$ cat config.mk
export PLATFORM = sky130hd
export DESIGN_NAME = add_sub_sequencer_flat
export DESIGN_NICKNAME = d
export VERILOG_FILES = /design/src/rtl/add_sub_sequencer_if.sv /design/src/rtl/add_sub_sequencer.sv /design/src/flat_wrapper.sv
export SDC_FILE = /design/constraint.sdc
export NUM_CORES = 1
export LEC_CHECK = 0
export BUFFER_PORTS_ARGS = -buffer_cell sky130_fd_sc_hd__buf_2
export CAP_MARGIN = 10
export CORE_MARGIN = 2
export CORE_UTILIZATION = 45
export DETAILED_ROUTE_END_ITERATION = 8
export GPL_ROUTABILITY_DRIVEN = 1
export PLACE_DENSITY = 0.64
export SLEW_MARGIN = 20
export SYNTH_ARGS = -nofsm -noshare
export SYNTH_HDL_FRONTEND = slang
export SYNTH_SLANG_ARGS = --single-unit
$ cat constraint.sdc
create_clock -name clk_i -period 2.7 [get_ports clk_i]
set_clock_uncertainty 0.2 [all_clocks]
set_input_delay 0.54 -clock clk_i [delete_from_list [all_inputs] [get_ports clk_i]]
set_output_delay 0.54 -clock clk_i [all_outputs]
set_load 0.02 [all_outputs]
$ cat src/rtl/add_sub_sequencer_if.sv
// Issue/result bundle between the FPU issue logic and the add/sub sequencer.
interface add_sub_sequencer_if #(
    parameter int ExpSize  = 8,
    parameter int MantSize = 8
);
    logic                start;
    logic                op;
    logic                sign_a;
    logic                sign_b;
    logic [ExpSize-1:0]  exp_a;
    logic [ExpSize-1:0]  exp_b;
    logic [MantSize-1:0] mant_a;
    logic [MantSize-1:0] mant_b;
    logic                busy;
    logic                done;
    logic                sign_r;
    logic [ExpSize-1:0]  exp_r;
    logic [MantSize-1:0] mant_r;
    logic                overflow;
    logic                underflow;

    modport master (
        output start, op, sign_a, sign_b, exp_a, exp_b, mant_a, mant_b,
        input  busy, done, sign_r, exp_r, mant_r, overflow, underflow
    );

    modport slave (
        input  start, op, sign_a, sign_b, exp_a, exp_b, mant_a, mant_b,
        output busy, done, sign_r, exp_r, mant_r, overflow, underflow
    );
endinterface

$ cat src/rtl/add_sub_sequencer.sv
// Multi-cycle FP add/sub sequencer: compare, swap, align, add, normalize.
// Optional macro FPU_ALIGN_SKIP_EN skips alignment when the small operand shifts out entirely.
module add_sub_sequencer #(
    parameter int ExpSize  = 8,
    parameter int MantSize = 8
) (
    input  logic               clk_i,
    input  logic               rst_i,
    add_sub_sequencer_if.slave bus
);
    typedef enum logic [2:0] {IDLE, COMPARE, ALIGN, ADD, NORM, DONE} state_e;

    localparam logic [ExpSize-1:0] EXP_MAX = {ExpSize{1'b1}};

    state_e              state_q;
    logic                sign_a_q, sign_b_q, sign_l_q, eff_sub_q;
    logic [ExpSize-1:0]  exp_a_q, exp_b_q, exp_l_q, diff_q;
    logic [MantSize-1:0] mant_a_q, mant_b_q, mant_l_q, mant_s_q;
    logic [MantSize:0]   sum_q;
    logic                busy_q, done_q, sign_r_q, ovf_q, unf_q;
    logic [ExpSize-1:0]  exp_r_q;
    logic [MantSize-1:0] mant_r_q;

    logic                a_large_d;
    logic [ExpSize-1:0]  diff_d;
    logic [MantSize-1:0] mant_s_d;
    logic [MantSize:0]   sum_d;

    // Equal magnitudes count as A-large, so ML-MS never goes negative.
    always_comb begin
        a_large_d = (exp_a_q > exp_b_q) || ((exp_a_q == exp_b_q) && !(mant_b_q > mant_a_q));
        diff_d    = a_large_d ? (exp_a_q - exp_b_q) : (exp_b_q - exp_a_q);
        mant_s_d  = a_large_d ? mant_b_q : mant_a_q;
        sum_d     = eff_sub_q ? ({1'b0, mant_l_q} - {1'b0, mant_s_q})
                              : ({1'b0, mant_l_q} + {1'b0, mant_s_q});
    end

    always_ff @(posedge clk_i) begin
        if (rst_i) begin
            state_q   <= IDLE;
            sign_a_q  <= 1'b0;
            sign_b_q  <= 1'b0;
            sign_l_q  <= 1'b0;
            eff_sub_q <= 1'b0;
            exp_a_q   <= '0;
            exp_b_q   <= '0;
            exp_l_q   <= '0;
            diff_q    <= '0;
            mant_a_q  <= '0;
            mant_b_q  <= '0;
            mant_l_q  <= '0;
            mant_s_q  <= '0;
            sum_q     <= '0;
            busy_q    <= 1'b0;
            done_q    <= 1'b0;
            sign_r_q  <= 1'b0;
            exp_r_q   <= '0;
            mant_r_q  <= '0;
            ovf_q     <= 1'b0;
            unf_q     <= 1'b0;
        end else begin
            case (state_q)
                IDLE: begin
                    if (bus.start) begin
                        sign_a_q <= bus.sign_a;
                        sign_b_q <= bus.sign_b ^ bus.op;
                        exp_a_q  <= (bus.mant_a == '0) ? '0 : bus.exp_a;
                        exp_b_q  <= (bus.mant_b == '0) ? '0 : bus.exp_b;
                        mant_a_q <= bus.mant_a;
                        mant_b_q <= bus.mant_b;
                        busy_q   <= 1'b1;
                        state_q  <= COMPARE;
                    end
                end
                COMPARE: begin
                    sign_l_q  <= a_large_d ? sign_a_q : sign_b_q;
                    eff_sub_q <= sign_a_q ^ sign_b_q;
                    exp_l_q   <= a_large_d ? exp_a_q : exp_b_q;
                    mant_l_q  <= a_large_d ? mant_a_q : mant_b_q;
                    mant_s_q  <= mant_s_d;
                    diff_q    <= diff_d;
`ifdef FPU_ALIGN_SKIP_EN
                    if (32'(diff_d) > 32'(MantSize)) begin
                        mant_s_q <= '0;
                        diff_q   <= '0;
                        state_q  <= ADD;
                    end else begin
                        state_q <= (diff_d != '0 && mant_s_d != '0) ? ALIGN : ADD;
                    end
`else
                    state_q <= (diff_d != '0 && mant_s_d != '0) ? ALIGN : ADD;
`endif
                end
                ALIGN: begin
                    mant_s_q <= mant_s_q >> 1;
                    diff_q   <= diff_q - 1'b1;
                    if (diff_q == ExpSize'(1) || (mant_s_q >> 1) == '0)
                        state_q <= ADD;
                end
                ADD: begin
                    sum_q   <= sum_d;
                    state_q <= NORM;
                end
                NORM: begin
                    if (sum_q == '0) begin
                        {sign_r_q, exp_r_q, mant_r_q, ovf_q, unf_q} <= '0;
                        done_q  <= 1'b1;
                        state_q <= DONE;
                    end else if (sum_q[MantSize]) begin
                        // exp+1 hitting all ones saturates instead of normalizing
                        if (exp_l_q >= EXP_MAX - 1'b1) begin
                            sign_r_q <= sign_l_q;
                            exp_r_q  <= EXP_MAX;
                            mant_r_q <= '0;
                            ovf_q    <= 1'b1;
                            unf_q    <= 1'b0;
                            done_q   <= 1'b1;
                            state_q  <= DONE;
                        end else begin
                            sum_q   <= sum_q >> 1;
                            exp_l_q <= exp_l_q + 1'b1;
                        end
                    end else if (!sum_q[MantSize-1]) begin
                        if (exp_l_q <= ExpSize'(1)) begin
                            {sign_r_q, exp_r_q, mant_r_q, ovf_q} <= '0;
                            unf_q   <= 1'b1;
                            done_q  <= 1'b1;
                            state_q <= DONE;
                        end else begin
                            sum_q   <= sum_q << 1;
                            exp_l_q <= exp_l_q - 1'b1;
                        end
                    end else begin
                        sign_r_q <= sign_l_q;
                        exp_r_q  <= exp_l_q;
                        mant_r_q <= sum_q[MantSize-1:0];
                        ovf_q    <= 1'b0;
                        unf_q    <= 1'b0;
                        done_q   <= 1'b1;
                        state_q  <= DONE;
                    end
                end
                DONE: begin
                    done_q  <= 1'b0;
                    busy_q  <= 1'b0;
                    state_q <= IDLE;
                end
                default: state_q <= IDLE;
            endcase
        end
    end

    assign bus.busy      = busy_q;
    assign bus.done      = done_q;
    assign bus.sign_r    = sign_r_q;
    assign bus.exp_r     = exp_r_q;
    assign bus.mant_r    = mant_r_q;
    assign bus.overflow  = ovf_q;
    assign bus.underflow = unf_q;
endmodule
$ cat src/flat_wrapper.sv
// flat-port wrapper written by rule: the top's interface ports become plain ports
module add_sub_sequencer_flat 
#(
    parameter int ExpSize  = 8,
    parameter int MantSize = 8
)
  (clk_i, rst_i, bus_start, bus_op, bus_sign_a, bus_sign_b, bus_exp_a, bus_exp_b, bus_mant_a, bus_mant_b, bus_busy, bus_done, bus_sign_r, bus_exp_r, bus_mant_r, bus_overflow, bus_underflow);
  add_sub_sequencer_if #(.ExpSize(ExpSize), .MantSize(MantSize)) bus_i ();
  input  logic clk_i;
  input  logic rst_i;
  input wire logic [$bits(bus_i.start)-1:0] bus_start;
  input wire logic [$bits(bus_i.op)-1:0] bus_op;
  input wire logic [$bits(bus_i.sign_a)-1:0] bus_sign_a;
  input wire logic [$bits(bus_i.sign_b)-1:0] bus_sign_b;
  input wire logic [$bits(bus_i.exp_a)-1:0] bus_exp_a;
  input wire logic [$bits(bus_i.exp_b)-1:0] bus_exp_b;
  input wire logic [$bits(bus_i.mant_a)-1:0] bus_mant_a;
  input wire logic [$bits(bus_i.mant_b)-1:0] bus_mant_b;
  output wire logic [$bits(bus_i.busy)-1:0] bus_busy;
  output wire logic [$bits(bus_i.done)-1:0] bus_done;
  output wire logic [$bits(bus_i.sign_r)-1:0] bus_sign_r;
  output wire logic [$bits(bus_i.exp_r)-1:0] bus_exp_r;
  output wire logic [$bits(bus_i.mant_r)-1:0] bus_mant_r;
  output wire logic [$bits(bus_i.overflow)-1:0] bus_overflow;
  output wire logic [$bits(bus_i.underflow)-1:0] bus_underflow;
  assign bus_i.start = bus_start;
  assign bus_i.op = bus_op;
  assign bus_i.sign_a = bus_sign_a;
  assign bus_i.sign_b = bus_sign_b;
  assign bus_i.exp_a = bus_exp_a;
  assign bus_i.exp_b = bus_exp_b;
  assign bus_i.mant_a = bus_mant_a;
  assign bus_i.mant_b = bus_mant_b;
  assign bus_busy = bus_i.busy;
  assign bus_done = bus_i.done;
  assign bus_sign_r = bus_i.sign_r;
  assign bus_exp_r = bus_i.exp_r;
  assign bus_mant_r = bus_i.mant_r;
  assign bus_overflow = bus_i.overflow;
  assign bus_underflow = bus_i.underflow;
  add_sub_sequencer #(.ExpSize(ExpSize), .MantSize(MantSize)) u_core (.clk_i(clk_i), .rst_i(rst_i), .bus(bus_i));
endmodule
-- Word level (Yosys, flattened, before mapping)
Index checks and enable logic that the tools add are counted.
- add/sub/neg operators: 7
- multiply operators: 0
- div/mod/pow operators: 0
- order comparisons: 4
- equal/unequal tests: 16
- shift-type cells: 0
- multiplexer cells: 60
- bitwise logic cells: 2
- reductions and logical operators: 27
- operators by type and width (kind ; count):
    $mux 8 ; 21
    $pmux 8 s2 ; 3
    $mux 9 ; 5
    $logic_not 8->1 ; 3
    $mux 3 ; 7
    $mux 1 ; 20
    $pmux 9 s2 ; 1
    $gt 8x8->1 ; 2
    $reduce_bool 8->1 ; 2
    $sub 8x1->8 const B ; 2
    $sub 8x8->8 ; 2
    $pmux 3 s5 ; 1
    $reduce_and 5->1 ; 2
    $reduce_bool 2->1 ; 5
    $add 8x8->9 ; 1
    $logic_not 9->1 ; 1
    $reduce_and 3->1 ; 3
    $sub 8x8->9 ; 1
    $add 8x1->8 const B ; 1
    $eq 8x1->1 const B ; 1
    $eq 8x8->1 ; 1
    $ge 8x8->1 const B ; 1
    $le 8x1->1 const B ; 1
    $eq 3x2->1 const B ; 2
    other kinds (17) ; 27
- bits in registers: 101
- bits in latches: 0
- RAM bits: 0
- bits in read-only memories: 0
- input bits: 38
- output and inout bits: 21
- logic and storage cells: 139
- memories kept: 0

-- Longest topological paths before layout
- word-level depth: 9
- gate-level depth with buffers: 13
- mapped depth without buffers: 13

-- Worst setup path before layout
No wires, ideal clock.
- path type: register to register
- start: reg u_core.mant_s_q[1]
- end: reg u_core.sum_q[8]
- setup time: 114 ps
- arrival time: 2525 ps
- required time: 2386 ps
- slack: -140 ps
- stages on the path, launching flop included: 13
- buffers on the path: 0
- clock period less this slack: 2840 ps
- cells stage by stage: dfxtp_1 > inv_1 > ha_1 > mux2i_1 > fa_1 > a21o_1 > a21oi_1 > o21bai_1 > a21oi_1 > o21ai_0 > xnor2_1 > a21oi_1 > a2111oi_0
- longest elaborated chain between the ends: 3
- elaborated cells between the ends (all ways): 4
- those cells by class: 2 x add/sub; 2 x mux
- RTL lines (item ; RTL line ; source):
    from (decl) ; add_sub_sequencer.sv:18 ; logic [MantSize-1:0] mant_a_q, mant_b_q, mant_l_q, mant_s_q;
    from (signal assigned) ; add_sub_sequencer.sv:80 ; mant_s_q <= mant_s_d;
    from (signal assigned) ; add_sub_sequencer.sv:95 ; mant_s_q <= mant_s_q >> 1;
    $add 8x8->9 / $sub 8x8->9 (equally long branches) ; add_sub_sequencer.sv:35, add_sub_sequencer.sv:34 ;
    $mux 9 (*) ; add_sub_sequencer.sv:34 ; sum_d = eff_sub_q ? ({1'b0, mant_l_q} - {1'b0, mant_s_q})
    $pmux 9 s2 (*) ; add_sub_sequencer.sv:62 ; case (state_q)
    to (signal assigned) ; add_sub_sequencer.sv:101 ; sum_q <= sum_d;
    to (signal assigned) ; add_sub_sequencer.sv:120 ; sum_q <= sum_q >> 1;
    to (signal assigned) ; add_sub_sequencer.sv:130 ; sum_q <= sum_q << 1;
    to (decl) ; add_sub_sequencer.sv:19 ; logic [MantSize:0] sum_q;
Mark *: on every way between the ends. The rest lies on a longest branch, timed or not.
A chain may end at the register's enable or synchronous reset.

-- Final worst setup path
- start: reg u_core.exp_a_q[0]
- end: reg u_core.state_q[0]
- longest elaborated chain between the ends: 8
- elaborated cells between the ends (all ways): 13
- those cells by class: 2 x add/sub; 1 x order compare; 1 x eq/ne; 4 x mux; 5 x reduce/logical
- RTL lines (item ; RTL line ; source):
    from (decl) ; add_sub_sequencer.sv:17 ; logic [ExpSize-1:0] exp_a_q, exp_b_q, exp_l_q, diff_q;
    from (signal assigned) ; add_sub_sequencer.sv:67 ; exp_a_q <= (bus.mant_a == '0) ? '0 : bus.exp_a;
    branches (longest 5 deep; another with $gt 8x8->1) ; n/a ;
    $logic_and 1x1->1 (*) ; add_sub_sequencer.sv:91 ; state_q <= (diff_d != '0 && mant_s_d != '0) ? ALIGN : ADD;
    $mux 1 (*) ; add_sub_sequencer.sv:91 ;
    $pmux 3 s5 (*) ; add_sub_sequencer.sv:62 ;
    to (signal assigned) ; add_sub_sequencer.sv:91 ;
    to (decl) ; add_sub_sequencer.sv:15 ; state_e state_q;
Mark *: on every way between the ends.

==> results.json <==
{
  "layout.area.seq_um2": 2027,
  "clk_path_buf_depth": 2,
  "antenna_left": 0,
  "worst-path-stages": 11,
  "leakagePower_uw": 0.003134,
  "track_usage_pct": 22.35,
  "path_max_fanout": 6,
  "grt_setup_unrepaired": "yes",
  "root_buffer": "clkbuf_16",
  "async_reset_ff_share_pct": 0,
  "clk_latency_ns": 0.35,
  "synth_cell_types": 56,
  "slew_headroom_pct": 61.02,
  "start_util_pct": 45.86,
  "reg2reg_from": "u_core.exp_a_q[0]",
  "drive_above_1_share_pct": 24.83,
  "crit_path_end": "u_core.state_q[0]",
  "cts_tree": "yes",
  "min_path_type": "in -> reg",
  "syn_inst": 771,
  "arrival_ns": 2.86,
  "routabilityCongestion": 0.8891,
  "die_w_um": 119.9,
  "grt_pass1_vias": 5584,
  "design.die.area_um2": 14390,
  "ios": 59,
  "netlist_area_um2": 6050,
  "setup_viol": 10,
  "timing.final.max_slew_violations": 0,
  "cp.required_ns": 2.74,
  "cts_inserted_buffers": 9,
  "cp_slowest_cell": "fa_2",
  "routed_via_density": 5.470,
  "antenna_found_initial": 0,
  "avgSynthCellArea_um2": 7.846,
  "multi_input_area_um2": 3892,
  "ys_ff_latch": 101,
  "drv_cap": 0,
  "drt_iter0_drc": 348,
  "synth_top_flop_cell": "dfxtp_1",
  "dp_cells": 1047,
  "worstSetupStartpoint": "u_core.exp_a_q[0]",
  "max_stage_delay_ns": 0.38,
  "critPathLaunchType": "flop",
  "rr_worst_depth": 11,
  "drcViolationCount": 0,
  "path_cells": "inv_2 > ha_4 > fa_2 > nand3b_1 > a31oi_1 > a211o_1 > o21ai_4 > mux2i_1 > xor2_1 > nor4_2 > a22o_1",
  "numPortBuffers": 58,
  "fmax_mhz": 354.6,
  "status": "finished, violations left",
  "area_delta_synth_final_pct": 25.98,
  "hold_viol_final": 0,
  "r2r_slack_ns": -0.12,
  "dp_hpwl_um": 11590,
  "tightest_slew_ns": 0.5815,
  "grt.overflow.total": 0,
  "synth-edff-count": 0,
  "totalWireLength_um": 15780,
  "wl_per_cell_um": 14.75,
  "rows": 42,
  "via_count": 5853,
  "ys_seq_area_share_pct": 33.42,
  "path_delay_family": "compound AO/OA/AOI/OAI gates",
  "cts-htree-levels": 3,
  "fin_cells": 1070,
  "final_nets": 969,
  "final_util_pct": 57.78,
  "cts_hold_buf": 0,
  "grt_pass1_wl_um": 26220,
  "power_density_nw_per_um2": 1290,
  "timing.final.crit_share_pct": 104.4,
  "yosysWarnings": 0,
  "cp-end-kind": "flop",
  "criticalPathCategory": "reg -> reg",
  "path_buf_inv": 1,
  "cts.sinks": 101,
  "dieHeight_um": 119.9,
  "firstDrtPassIters": 4,
  "core_um2": 13190,
  "syn_nets": 850,
  "vdd_ir_drop_max_mv": 0.4781,
  "violations": "negative setup slack",
  "clk_pin_slew_ns": 0.07,
  "min_period_ns": 2.820,
  "fin_ws_ns": -0.1200,
  "rr_endpoint": "u_core.state_q[0]",
  "antennaDiodeCount": 0,
  "hold_ws_ns": 0.2254,
  "fillerInstances": 1228,
  "hold_path_depth": 3,
  "grt_max_degree": 100
}
-- sequential cells by signal, indices dropped and copies added (netlist names), 8 cells and up --
signal / count
u_core.bus.exp_r: 8
u_core.mant_a_q: 8
u_core.mant_s_q: 8
u_core.exp_a_q: 8
u_core.exp_b_q: 8
u_core.exp_l_q: 8
u_core.mant_l_q: 8
u_core.mant_b_q: 8
u_core.sum_q: 9
u_core.bus.mant_r: 8
u_core.diff_q: 8
-- stage by stage --
stage                     total power, uW  instance area (um^2)  setup slack (ns)  TNS [ns]
after floorplan                      6186                  6068          -0.01095  -0.01095
after global placement               7645                  7054           -0.1920    -2.866
after detailed placement             7764                  7054           -0.2665    -5.913
after CTS                            9468                  7473          -0.02423  -0.05268
after global routing                10620                  7621           -0.2540    -4.400
final                                9830                  7621           -0.1200   -0.3291
-- layer usage --
layer,vias to the layer above,wire length (um),track usage (%)
li1,2997,-,-
met1,2691,7568,30.28
met2,148,7311,36.40
met3,17,660,3.422
met4,0,238,7.353
met5,-,0,0
-- cell type report --
type                            instances  share of cell area, %
Inverter                               41                  2.019
Multi-Input combinational cell        583                  51.08
Timing Repair Buffer                  154                  13.48
Tap cell                              176                  2.890
Clock inverter                          4                 0.6239
Sequential cell                       101                  26.60
Clock buffer                           11                  3.316
-- what timing repair did --
item                                    CTS  global route
endpoints found under the setup margin   36            35
setup buffers                             7             3
cloned                                    1             0
resized for setup                        14            37
pin swaps                                15            22
-- where the power goes --
| part | internal (uW) | total (uW) | switching [uW] |
|---|---|---|---|
| Clock | 762 | 1340 | 580 |
| Sequential | 1830 | 2140 | 316 |
| Combinational | 2990 | 6340 | 3350 |
-- cell usage after synthesis, drive strengths merged, types with 2 or more instances --
master,n,area (um^2)
inv,41,153.9
ha,38,475.5
nand2b,6,37.54
o21a,3,22.52
a21o,7,52.55
xor2,4,35.03
a21oi,72,364.1
buf,15,87.58
a221o,2,20.02
nor2,121,464.2
nand3b,4,30.03
xnor2,18,157.7
clkbuf,32,121.4
fa,3,60.06
and2,4,25.02
a32oi,3,26.28
or2,2,12.51
o21ai,34,181.4
a211oi,35,262.8
o211ai,6,45.04
and3,5,31.28
nor3,16,80.08
o21bai,3,26.27
a221oi,5,43.79
nand3,11,55.05
a31oi,12,75.07
nor2b,7,43.79
mux2i,27,270.3
o22ai,3,18.77
nand2,65,244.0
a211o,2,17.52
dfxtp,101,2022
nor4,14,93.84
or4,3,26.27
nand4,8,50.05
a22oi,29,217.7
-- kinds of logic (layout without fill, tap and decap cells) --
family                   count (synthesis)  in the layout  synth area share (%)
AO/OA/AOI/OAI                          223            224                 23.93
XOR/XNOR                                22             22                 3.185
adder cells (fa/ha/maj)                 41             41                 8.852
buffers and inverters                   88            210                 5.998
flip-flops                             101            101                 33.42
multiplexers                            28             28                 4.654
AND/OR/NAND/NOR                        268            268                 19.96
-- cells in the final DEF, fill, tap and decap left out, drive strengths merged, types with 4 or more instances in the layout --
cell and count:
buf 154, nor2 121, dfxtp 101, a21oi 72
nand2 65, inv 41, ha 38, a211oi 35
o21ai 35, a22oi 29, mux2i 27, xnor2 18
nor3 16, nor4 14, a31oi 12, nand3 11
clkbuf 11, nand4 8, a21o 7, nor2b 7
o211ai 6, nand2b 6, and3 5, a221oi 5
nand3b 4, and2 4, xor2 4
-- worst reg2reg max path, cell delays in order, from the launching register on --
cell      delay, ns
dfxtp_2        0.34
inv_2          0.05
ha_4           0.16
fa_2           0.38
nand3b_1       0.18
a31oi_1        0.21
a211o_1        0.24
o21ai_4        0.14
mux2i_1        0.23
xor2_1         0.32
nor4_2         0.09
a22o_1         0.18
-- how the worst min path moves through the flow --
stage,startpoint,end
6_report,bus_exp_b[2],u_core.exp_b_q[2]
5_1_grt,bus_mant_b[5],u_core.mant_b_q[5]
3_5_place_dp,u_core.bus.sign_r,u_core.bus.sign_r
2_1_floorplan,u_core.sign_l_q,u_core.bus.sign_r
4_1_cts,bus_exp_a[4],u_core.exp_a_q[4]
3_3_place_gp,u_core.bus.sign_r,u_core.bus.sign_r
Power figures use the tool's default switching activity.
